## src/rtl/switch_box_param_if.sv

```systemverilog
// Configuration bus for switch_box_param: shadow-word writes, commit strobe
// and registered readback of the addressed shadow word.
interface switch_box_param_if #(
  parameter int ADDR_W = 4
);
  logic              cfg_we;
  logic [ADDR_W-1:0] cfg_addr;
  logic [31:0]       cfg_wdata;
  logic              cfg_commit;
  logic [31:0]       cfg_rdata;

  modport master (
    output cfg_we, cfg_addr, cfg_wdata, cfg_commit,
    input  cfg_rdata
  );

  modport slave (
    input  cfg_we, cfg_addr, cfg_wdata, cfg_commit,
    output cfg_rdata
  );
endinterface

```

## src/rtl/switch_box_param.sv

```systemverilog
// CGRA routing switch box. Every output track on an enabled side selects
// one of the three other sides or a PE output, optionally through a
// stallable pipeline register. Routing comes from an active config copy
// that is loaded atomically from a word-addressed shadow copy.
module switch_box_param #(
  parameter int         NUM_TRACKS    = 4,
  parameter int         WIDTH         = 1,
  parameter int         NUM_PE_OUTS   = 1,
  parameter logic [3:0] OUT_SIDE_MASK = 4'b1001,
  parameter int         ADDR_W        = 4
) (
  input  logic                          clk,
  input  logic                          reset,
  input  logic [4*NUM_TRACKS*WIDTH-1:0] in_wire,
  input  logic [NUM_PE_OUTS*WIDTH-1:0]  pe_output,
  output logic [4*NUM_TRACKS*WIDTH-1:0] out_wire,
  input  logic                          stall,
  switch_box_param_if.slave             cfg
);

  localparam int T        = NUM_TRACKS;
  localparam int NSRC     = 3 + NUM_PE_OUTS;
  localparam int SEL_W    = $clog2(NSRC);
  localparam int F        = SEL_W + 1;
  localparam int CFG_BITS = 4 * T * F;

  logic [CFG_BITS-1:0] shadow;
  logic [CFG_BITS-1:0] shadow_next;
  logic [31:0]         rd_word;

  // Word-addressed write merge and readback; bits past CFG_BITS do not
  // exist, so they are dropped on write and read back as zero, and
  // out-of-range addresses match no bit at all.
  always_comb begin
    shadow_next = shadow;
    rd_word     = '0;
    for (int unsigned b = 0; b < CFG_BITS; b++) begin
      if (cfg.cfg_addr == ADDR_W'(b / 32)) begin
        shadow_next[b]    = cfg.cfg_wdata[b % 32];
        rd_word[b % 32]   = shadow[b];
      end
    end
  end

  // Shadow config storage and registered readback.
  always_ff @(posedge clk) begin
    if (reset) begin
      shadow        <= '0;
      cfg.cfg_rdata <= '0;
    end else begin
      if (cfg.cfg_we) shadow <= shadow_next;
      cfg.cfg_rdata <= rd_word;
    end
  end

  for (genvar s = 0; s < 4; s++) begin : g_side
    for (genvar t = 0; t < T; t++) begin : g_trk
      localparam int O = s * T + t;

      if (OUT_SIDE_MASK[s]) begin : g_on
        logic [WIDTH-1:0] src [NSRC];
        logic [F-1:0]     act;
        logic [WIDTH-1:0] mux_val;
        logic [WIDTH-1:0] pipe;

        // Other sides in ascending order; the track offset makes each
        // neighbour contribute a distinct, rotated track.
        for (genvar k = 0; k < 3; k++) begin : g_src
          localparam int J  = (k < s) ? k : k + 1;
          localparam int D  = (J - s + 4) % 4;
          localparam int TR = (t + D - 1) % T;
          assign src[k] = in_wire[(J*T + TR)*WIDTH +: WIDTH];
        end
        for (genvar p = 0; p < NUM_PE_OUTS; p++) begin : g_pe
          assign src[3+p] = pe_output[p*WIDTH +: WIDTH];
        end

        // Active field for this output, loaded from the shadow on commit.
        always_ff @(posedge clk) begin
          if (reset)               act <= '0;
          else if (cfg.cfg_commit) act <= shadow[O*F +: F];
        end

        // Source select; unused select codes drive zero.
        always_comb begin
          mux_val = '0;
          for (int unsigned k = 0; k < NSRC; k++) begin
            if (act[SEL_W-1:0] == SEL_W'(k)) mux_val = src[k];
          end
        end

        // Pipeline register runs regardless of reg_en so enabling it
        // exposes the previous cycle's mux value.
        always_ff @(posedge clk) begin
          if (reset)       pipe <= '0;
          else if (!stall) pipe <= mux_val;
        end

        assign out_wire[O*WIDTH +: WIDTH] = act[SEL_W] ? pipe : mux_val;
      end else begin : g_off
        assign out_wire[O*WIDTH +: WIDTH] = '0;
      end
    end
  end

endmodule

```

## src/flat_wrapper.sv

```systemverilog
// flat-port wrapper written by rule: the top's interface ports become plain ports
module switch_box_param_flat 
#(
  parameter int         NUM_TRACKS    = 4,
  parameter int         WIDTH         = 1,
  parameter int         NUM_PE_OUTS   = 1,
  parameter logic [3:0] OUT_SIDE_MASK = 4'b1001,
  parameter int         ADDR_W        = 4
)
  (clk, reset, in_wire, pe_output, out_wire, stall, cfg_cfg_we, cfg_cfg_addr, cfg_cfg_wdata, cfg_cfg_commit, cfg_cfg_rdata);
  switch_box_param_if #(.ADDR_W(ADDR_W)) cfg_i ();
  input  logic clk;
  input  logic reset;
  input  logic [4*NUM_TRACKS*WIDTH-1:0] in_wire;
  input  logic [NUM_PE_OUTS*WIDTH-1:0] pe_output;
  output logic [4*NUM_TRACKS*WIDTH-1:0] out_wire;
  input  logic stall;
  input wire logic [$bits(cfg_i.cfg_we)-1:0] cfg_cfg_we;
  input wire logic [$bits(cfg_i.cfg_addr)-1:0] cfg_cfg_addr;
  input wire logic [$bits(cfg_i.cfg_wdata)-1:0] cfg_cfg_wdata;
  input wire logic [$bits(cfg_i.cfg_commit)-1:0] cfg_cfg_commit;
  output wire logic [$bits(cfg_i.cfg_rdata)-1:0] cfg_cfg_rdata;
  assign cfg_i.cfg_we = cfg_cfg_we;
  assign cfg_i.cfg_addr = cfg_cfg_addr;
  assign cfg_i.cfg_wdata = cfg_cfg_wdata;
  assign cfg_i.cfg_commit = cfg_cfg_commit;
  assign cfg_cfg_rdata = cfg_i.cfg_rdata;
  switch_box_param #(.NUM_TRACKS(NUM_TRACKS), .WIDTH(WIDTH), .NUM_PE_OUTS(NUM_PE_OUTS), .OUT_SIDE_MASK(OUT_SIDE_MASK), .ADDR_W(ADDR_W)) u_core (.clk(clk), .reset(reset), .in_wire(in_wire), .pe_output(pe_output), .out_wire(out_wire), .stall(stall), .cfg(cfg_i));
endmodule
```

## config.mk

```make
export PLATFORM = sky130hd
export DESIGN_NAME = switch_box_param_flat
export DESIGN_NICKNAME = d
export VERILOG_FILES = /design/src/rtl/switch_box_param_if.sv /design/src/rtl/switch_box_param.sv /design/src/flat_wrapper.sv
export SDC_FILE = /design/constraint.sdc
export NUM_CORES = 1
export LEC_CHECK = 0
export BUFFER_PORTS_ARGS = -buffer_cell sky130_fd_sc_hd__buf_2
export CORE_UTILIZATION = 50
export CTS_BUF_LIST = sky130_fd_sc_hd__clkbuf_8
export CTS_CLUSTER_DIAMETER = 60
export DETAILED_ROUTE_END_ITERATION = 6
export GPL_ROUTABILITY_DRIVEN = 1
export PLACE_DENSITY = 0.75
export REMOVE_ABC_BUFFERS = 1
export SLEW_MARGIN = 5
export SYNTH_ARGS = -nofsm -noshare
export SYNTH_HDL_FRONTEND = slang
export SYNTH_SLANG_ARGS = --single-unit
export TNS_END_PERCENT = 20
```

## constraint.sdc

```tcl
create_clock -name clk -period 4.55 [get_ports clk]
set_input_delay 1.365 -clock clk [delete_from_list [all_inputs] [get_ports clk]]
set_output_delay 1.365 -clock clk [all_outputs]
set_load 0.01 [all_outputs]
```

Word level (Yosys, flattened, before mapping)
Cells that the tools add are included.
Word-level totals
  register bits: 112
Cells by class
  equal/unequal tests: 25
  multiplexer cells: 72
  reductions and logical operators: 12
  bitwise operators: 1
Operators with widths (count)
  $mux 1: 72
  $eq 2x2->1 const B: 16
  $eq 2x1->1 const B: 8
  $logic_not 2->1: 8
  $eq 4x1->1 const B: 1
  $logic_not 4->1: 1
  $reduce_and 2->1: 2
  $reduce_or 2->1: 1
  $not 1->1: 1

Longest topological paths before layout
Gate-level depths: netlist of run 1.
  word-level depth: 6
  depth in mapped cells: 5
  depth with buffers taken out: 3

Worst setup path after synthesis of run 1
OpenSTA, ideal clock, no wires.
  path kind: input to output
  start: in pe_output
  end: out out_wire[0]
  slack: 1071 ps
  data required time: 3185 ps
  cell stages on the path: 2
  data arrival time: 2114 ps
  path through: mux4_2 mux2_2
On the way
  longest elaborated chain between the ends: 2
RTL lines
  from (decl): line flat_wrapper.sv:15  | input logic [NUM_PE_OUTS*WIDTH-1:0] pe_output;
  $mux 1: line switch_box_param.sv:88  | if (act[SEL_W-1:0] == SEL_W'(k)) mux_val = src[k];
  $mux 1: line switch_box_param.sv:99  | assign out_wire[O*WIDTH +: WIDTH] = act[SEL_W] ? pipe : mux_val;
  to (decl): line flat_wrapper.sv:16  | output logic [4*NUM_TRACKS*WIDTH-1:0] out_wire;
No other way between the ends.

Worst setup path after layout of run 1
  start: in pe_output
  end: out out_wire[15]
The elaborated chain is that of the path after synthesis.

==> results of run 1 <==
## cells in the mapped netlist, drive strengths merged
cell type | instances | area, sq um
buf | 26 | 216
and2b | 2 | 15.0
mux2 | 8 | 90.1
nand2b | 81 | 507
mux2i | 80 | 801
nor4 | 1 | 6.26
nor4b | 1 | 23.8
and2 | 18 | 113
nor2 | 32 | 120
a22o | 16 | 140
clkbuf | 9 | 33.8
mux4 | 8 | 180
conb | 1 | 3.75
dfxtp | 112 | 2240
## cell families (layout without fill, tap and decap cells)
family                 Yosys count  after routing  share of synthesized area, %
flip-flops                     112            112                          49.9
other                            1              8                        0.0835
AO/OA/AOI/OAI                   16             16                          3.12
multiplexers                    96             96                          23.8
buffers and inverters           35            116                          5.57
AND/OR/NAND/NOR                135            135                          17.5
## power groups by stage
stage	combinational (mW)	clock, mW	sequential [mW]
after CTS	0.119	0.560	0.997
final	0.117	0.543	0.997
after global placement	0.116	0	1.02
after detailed placement	0.118	0	1.02
after floorplan	0.0582	0	1.02
after global routing	0.127	0.603	0.999
## flip-flops by register name, indices dropped and copies added, names as in the netlist
signal	cells
u_core.g_side.g_trk.g_on.pipe	8
u_core.cfg.cfg_rdata	32
u_core.shadow	48
u_core.g_side.g_trk.g_on.act	24
## stage by stage
step,hold WS [ns],setup slack (ns)
after global routing,0.478,0.693
after floorplan,0.431,1.07
after CTS,0.465,0.719
after global placement,0.440,0.733
final,0.460,0.719
after detailed placement,0.440,0.717
## worst paths after layout
check             slack, ns                                               end                                          startpoint  cells past startpoint
setup / recovery       0.72                                      out_wire[15]                                           pe_output                      4
hold / removal         0.46               u_core.cfg.cfg_rdata[18]$_SDFF_PP0_                      u_core.shadow[18]$_SDFFE_PP0P_                      1
setup reg to reg       3.33  u_core.g_side[3].g_trk[3].g_on.pipe$_SDFFE_PP0N_  u_core.g_side[3].g_trk[3].g_on.act[1]$_SDFFE_PP0P_                      3
hold reg to reg        0.46               u_core.cfg.cfg_rdata[18]$_SDFF_PP0_                      u_core.shadow[18]$_SDFFE_PP0P_                      1
## metal layers
metal	routed length, microns	share of wire [%]	vias to the layer above
li1	-	-	1475
met5	0	0	-
met3	208	2.5	9
met4	92	1.1	0
met1	3930	47	1397
met2	4110	49	54
## area by class of cell
cell class,instances,area [sq um]
Fill cell,774,3630
Sequential cell,112,2240
Multi-Input combinational cell,255,2030
Timing Repair Buffer,100,508
Clock buffer,10,138
Tap cell,108,135
Clock inverter,6,43.8
## worst max-delay path, cell delays in order
cell    delay (ns)
buf_2         0.17
mux4_2        0.51
mux2_2        0.27
buf_2         0.15
==> results.py, run 1 <==
metrics = {
    "clock_tree": {
        "clock_path_buffers": 2,
        "clock_latency_ns": 0.35,
        "root_buffer": "clkbuf_8",
        "h-tree-depth": 3,
        "clkTransAtPathRegs_ns": 0.10,
        "cts-resized-gates": 0,
        "cts_sinks": 112,
        "cts_setup_buffers": 0,
        "cts_tree": "done",
        "cts-buffers-inserted": 9,
        "ctsHoldBuffers": 0,
    },
    "global_routing": {
        "grtUsageMet1_pct": 23.7,
        "grt_pass1_wl_microns": 13600,
        "gr-total-overflow": 0,
        "met3_usage_pct": 3.03,
        "grt_max_degree": 113,
        "track_usage_pct": 18.1,
        "antenna_found_initial": 0,
        "top_usage_layer": "met2",
        "use_met2_pct": 30.3,
        "grt_pass1_vias": 2826,
    },
    "final_layout": {
        "syn_to_final_growth_pct": 13.4,
        "final_cell_mix": "dfxtp_1 (112), buf_2 (97), nand2b_1 (81), mux2i_1 (80), nor2_1 (32)",
        "num_antenna_cells": 0,
        "nNetsFinal": 536,
        "utilization_pct": 58.4,
        "finalNonFillerCells": 591,
        "drive_above_1_share_pct": 27.5,
        "final_area_sq_um": 5090,
        "final_common_cell": "dfxtp_1",
    },
    "timing": {
        "fin_crit_ns": 3.83,
        "fin_tns_setup_ns": 0,
        "setup_viol": 0,
        "rsz0062_at_grt": "no",
        "hold_viol_final": 0,
        "fin_crit_sh_pct": 84.2,
        "clock_skew_ns": 0.00939,
        "finalMaxSlewViolations": 0,
        "slew_headroom_pct": 26.3,
        "fmax_mhz": 261,
        "worst-slew-pin-transition_ns": 1.11,
    },
    "routing": {
        "vias": 2935,
        "ant_nets": 0,
        "drc": 0,
        "drtIter0Drc": 77,
        "dr.pass1.iters": 4,
        "viasPerCell": 4.97,
        "wire_per_inst_microns": 14.1,
        "wl_microns": 8350,
    },
    "placement": {
        "place.gp.congestion": 0.745,
        "dpl.cell_count": 575,
        "hpwl_microns": 5520,
        "place_area_sq_um": 4910,
        "portBuffers": 97,
    },
    "worst_setup_path": {
        "setup.worst_path.end_class": "output port",
        "cp_max_fo": 8,
        "start_kind": "input pin",
        "critical_path_arrival_ns": 2.47,
        "required_ns": 3.18,
        "path_class": "in2out",
    },
    "power": {
        "total_power_mw": 1.66,
        "power.internal_mw": 1.27,
        "p_sw_uw": 389,
        "clock_power_share_pct": 32.8,
        "p_leak_nw": 2.25,
        "power_density_nw_per_um2": 325,
        "max-vdd-ir-drop_v": 0.000183,
        "comb_power_share_pct": 7.1,
        "p_sw_share_pct": 23.5,
        "power_frac_seq_pct": 60.2,
    },
    "floorplanning": {
        "fp.dieH_microns": 96.8,
        "die_x_microns": 96.8,
        "rows": 34,
        "coreArea_sq_um": 8720,
        "start_util_pct": 51.5,
        "io_pins": 106,
        "dieArea_sq_um": 9370,
    },
    "synthesis": {
        "syn_area_per_cell_sq_um": 11.4,
        "syn-cell-area_sq_um": 4490,
        "ys_types": 17,
        "syn_inst": 395,
        "synth_seq_cells": 112,
        "ys_warn_count": 0,
        "ys_seq_area_share_pct": 49.9,
    },
    "job": {
        "cap_violations": 0,
    },
    "min_path": {
        "hp-class": "reg2reg",
    },
    "outcome": {
        "status": "finished, final reports clean",
    },
}
Note: power is estimated with default switching activity, not from simulation.
==> run 2, diff against run 1 <==
==> constraint.sdc (replaced) <==
create_clock -name clk -period 4 [get_ports clk]
set_input_delay 1.2 -clock clk [delete_from_list [all_inputs] [get_ports clk]]
set_output_delay 1.2 -clock clk [all_outputs]
set_load 0.01 [all_outputs]
==> run 2 against run 1 <==
Net effect:
- power rose by 14%
- register-to-register slack got worse by 0.56 ns
- utilization rose by 0.20 points
- combinational power rose by 14%
- flip-flop and latch count did not move
- clock-buffer cell count rose by 1
- die area did not move
- non-clock buffer count rose by 1
- worst hold slack improved by 0.0028 ns
- critical path depth did not move
- routed wire length rose by 0.90%
- cell count rose by 0.17%
- largest cell class unchanged
==> results.py, run 2 (synthesis results as in run 1) <==
metrics = {
    "routing": {
        "drtIter0Drc": 94,
        "vias": 2924,
        "viasPerCell": 4.94,
        "ant_nets": 0,
        "wl_microns": 8420,
        "dr.pass1.iters": 4,
        "wire_per_inst_microns": 14.2,
        "drc": 0,
    },
    "timing": {
        "slew_headroom_pct": 27.3,
        "worst_slack_ns": 0.501,
        "fin_tns_setup_ns": 0,
        "rsz0062_at_grt": "no",
        "worst-slew-pin-transition_ns": 1.09,
        "setup_viol": 0,
        "finalMaxSlewViolations": 0,
        "timing.hold.ws_ns": 0.463,
        "fin_crit_ns": 3.50,
        "hold_viol_final": 0,
        "clock_skew_ns": 0.00721,
        "fin_crit_sh_pct": 87.5,
        "fmax_mhz": 286,
    },
    "worst_setup_path": {
        "path_cells": "buf_2 > mux4_2 > mux2_2 > buf_2",
        "start_kind": "input pin",
        "path_common_cell": "buf_2",
        "cp_max_fo": 8,
        "path_class": "in2out",
        "max_stage_delay_ns": 0.51,
        "setup.worst_path.end_class": "output port",
        "critical_path_arrival_ns": 2.30,
        "crit_slowest_cell": "mux4_2",
        "required_ns": 2.80,
    },
    "final_layout": {
        "top_regs": "u_core.shadow x48, u_core.cfg.cfg_rdata x32, u_core.g_side.g_trk.g_on.act x24",
        "num_antenna_cells": 0,
        "nNetsFinal": 537,
        "drive_above_1_share_pct": 27.7,
        "final_cell_mix": "dfxtp_1 (112), buf_2 (97), nand2b_1 (81), mux2i_1 (80), nor2_1 (32)",
        "utilization_pct": 58.6,
        "final_common_cell": "dfxtp_1",
        "largest_reg_flops": 48,
        "syn_to_final_growth_pct": 13.8,
        "regMostFlops": "u_core.shadow",
    },
    "power": {
        "p_leak_nw": 2.26,
        "power_frac_seq_pct": 59.8,
        "comb_power_share_pct": 7.0,
        "total_power_mw": 1.90,
        "max-vdd-ir-drop_v": 0.000277,
        "clock_power_share_pct": 33.2,
        "p_sw_uw": 437,
        "power.internal_mw": 1.46,
        "power_density_nw_per_um2": 371,
        "p_sw_share_pct": 23.0,
    },
    "placement": {
        "dpl_worst_slack_ns": 0.477,
        "hpwl_microns": 5550,
        "place.gp.congestion": 0.737,
        "portBuffers": 97,
    },
    "clock_tree": {
        "clkTransAtPathRegs_ns": 0.10,
        "cts-resized-gates": 0,
        "cts_setup_buffers": 0,
        "cts-buffers-inserted": 9,
        "h-tree-depth": 3,
        "root_buffer": "clkbuf_8",
        "cts_tree": "done",
        "clock_path_buffers": 2,
        "ctsHoldBuffers": 0,
        "clock_latency_ns": 0.35,
        "cts_sinks": 112,
    },
    "global_routing": {
        "gr-total-overflow": 0,
        "track_usage_pct": 18.3,
        "grt_pass1_vias": 2851,
        "antenna_found_initial": 0,
        "grt_pass1_wl_microns": 13800,
        "grt_max_degree": 113,
    },
    "min_path": {
        "hp-class": "reg2reg",
    },
    "floorplanning": {
        "coreArea_sq_um": 8720,
        "die_x_microns": 96.8,
        "io_pins": 106,
        "rows": 34,
        "start_util_pct": 51.5,
        "dieArea_sq_um": 9370,
        "fp.dieH_microns": 96.8,
    },
    "job": {
        "cap_violations": 0,
    },
    "outcome": {
        "status": "finished, final reports clean",
    },
}
run 2: layer usage:
| layer | part of all wire, % | global-route usage [%] | routed length (microns) |
|---|---|---|---|
| met1 | 46 | 23.7 | 3900 |
| met2 | 49 | 30.5 | 4160 |
| met3 | 2.7 | 3.25 | 228 |
| met4 | 1.5 | 7.00 | 126 |
| met5 | 0 | 0 | 0 |
run 2: worst paths after layout:
path,slack (ns),end,start,cells after the start
max,0.50,out_wire[15],pe_output,4
min,0.46,u_core.cfg.cfg_rdata[18]$_SDFF_PP0_,u_core.shadow[18]$_SDFFE_PP0P_,1
max reg2reg,2.77,u_core.g_side[3].g_trk[3].g_on.pipe$_SDFFE_PP0N_,u_core.g_side[3].g_trk[3].g_on.act[1]$_SDFFE_PP0P_,3
min reg2reg,0.46,u_core.cfg.cfg_rdata[18]$_SDFF_PP0_,u_core.shadow[18]$_SDFFE_PP0P_,1
run 2: critical path: cells and delay by family:
family / cells / cell delay [ns]
muxes: 2 / 0.78
buffers and inverters: 2 / 0.32
run 2: layout make-up:
cell class                      instances  area (sq um)
Clock inverter                          5          40.0
Multi-Input combinational cell        255          2030
Fill cell                             755          3610
Sequential cell                       112          2240
Clock buffer                           11           151
Tap cell                              108           135
Timing Repair Buffer                  101           515
run 2: power by group through the flow:
stage          clock network, mW  registers (mW)  logic (mW)
3_3_place_gp                   0            1.16       0.132
5_1_grt                    0.702            1.14       0.146
4_1_cts                    0.651            1.13       0.135
3_5_place_dp                   0            1.16       0.135
6_report                   0.629            1.13       0.133
2_1_floorplan                  0            1.16      0.0662
run 2: per-stage QoR:
stage          area [sq um]  instances
2_1_floorplan          4270        367
3_3_place_gp           4920        576
3_5_place_dp           4920        576
4_1_cts                5110        592
5_1_grt                5110        592
6_report               5110        592
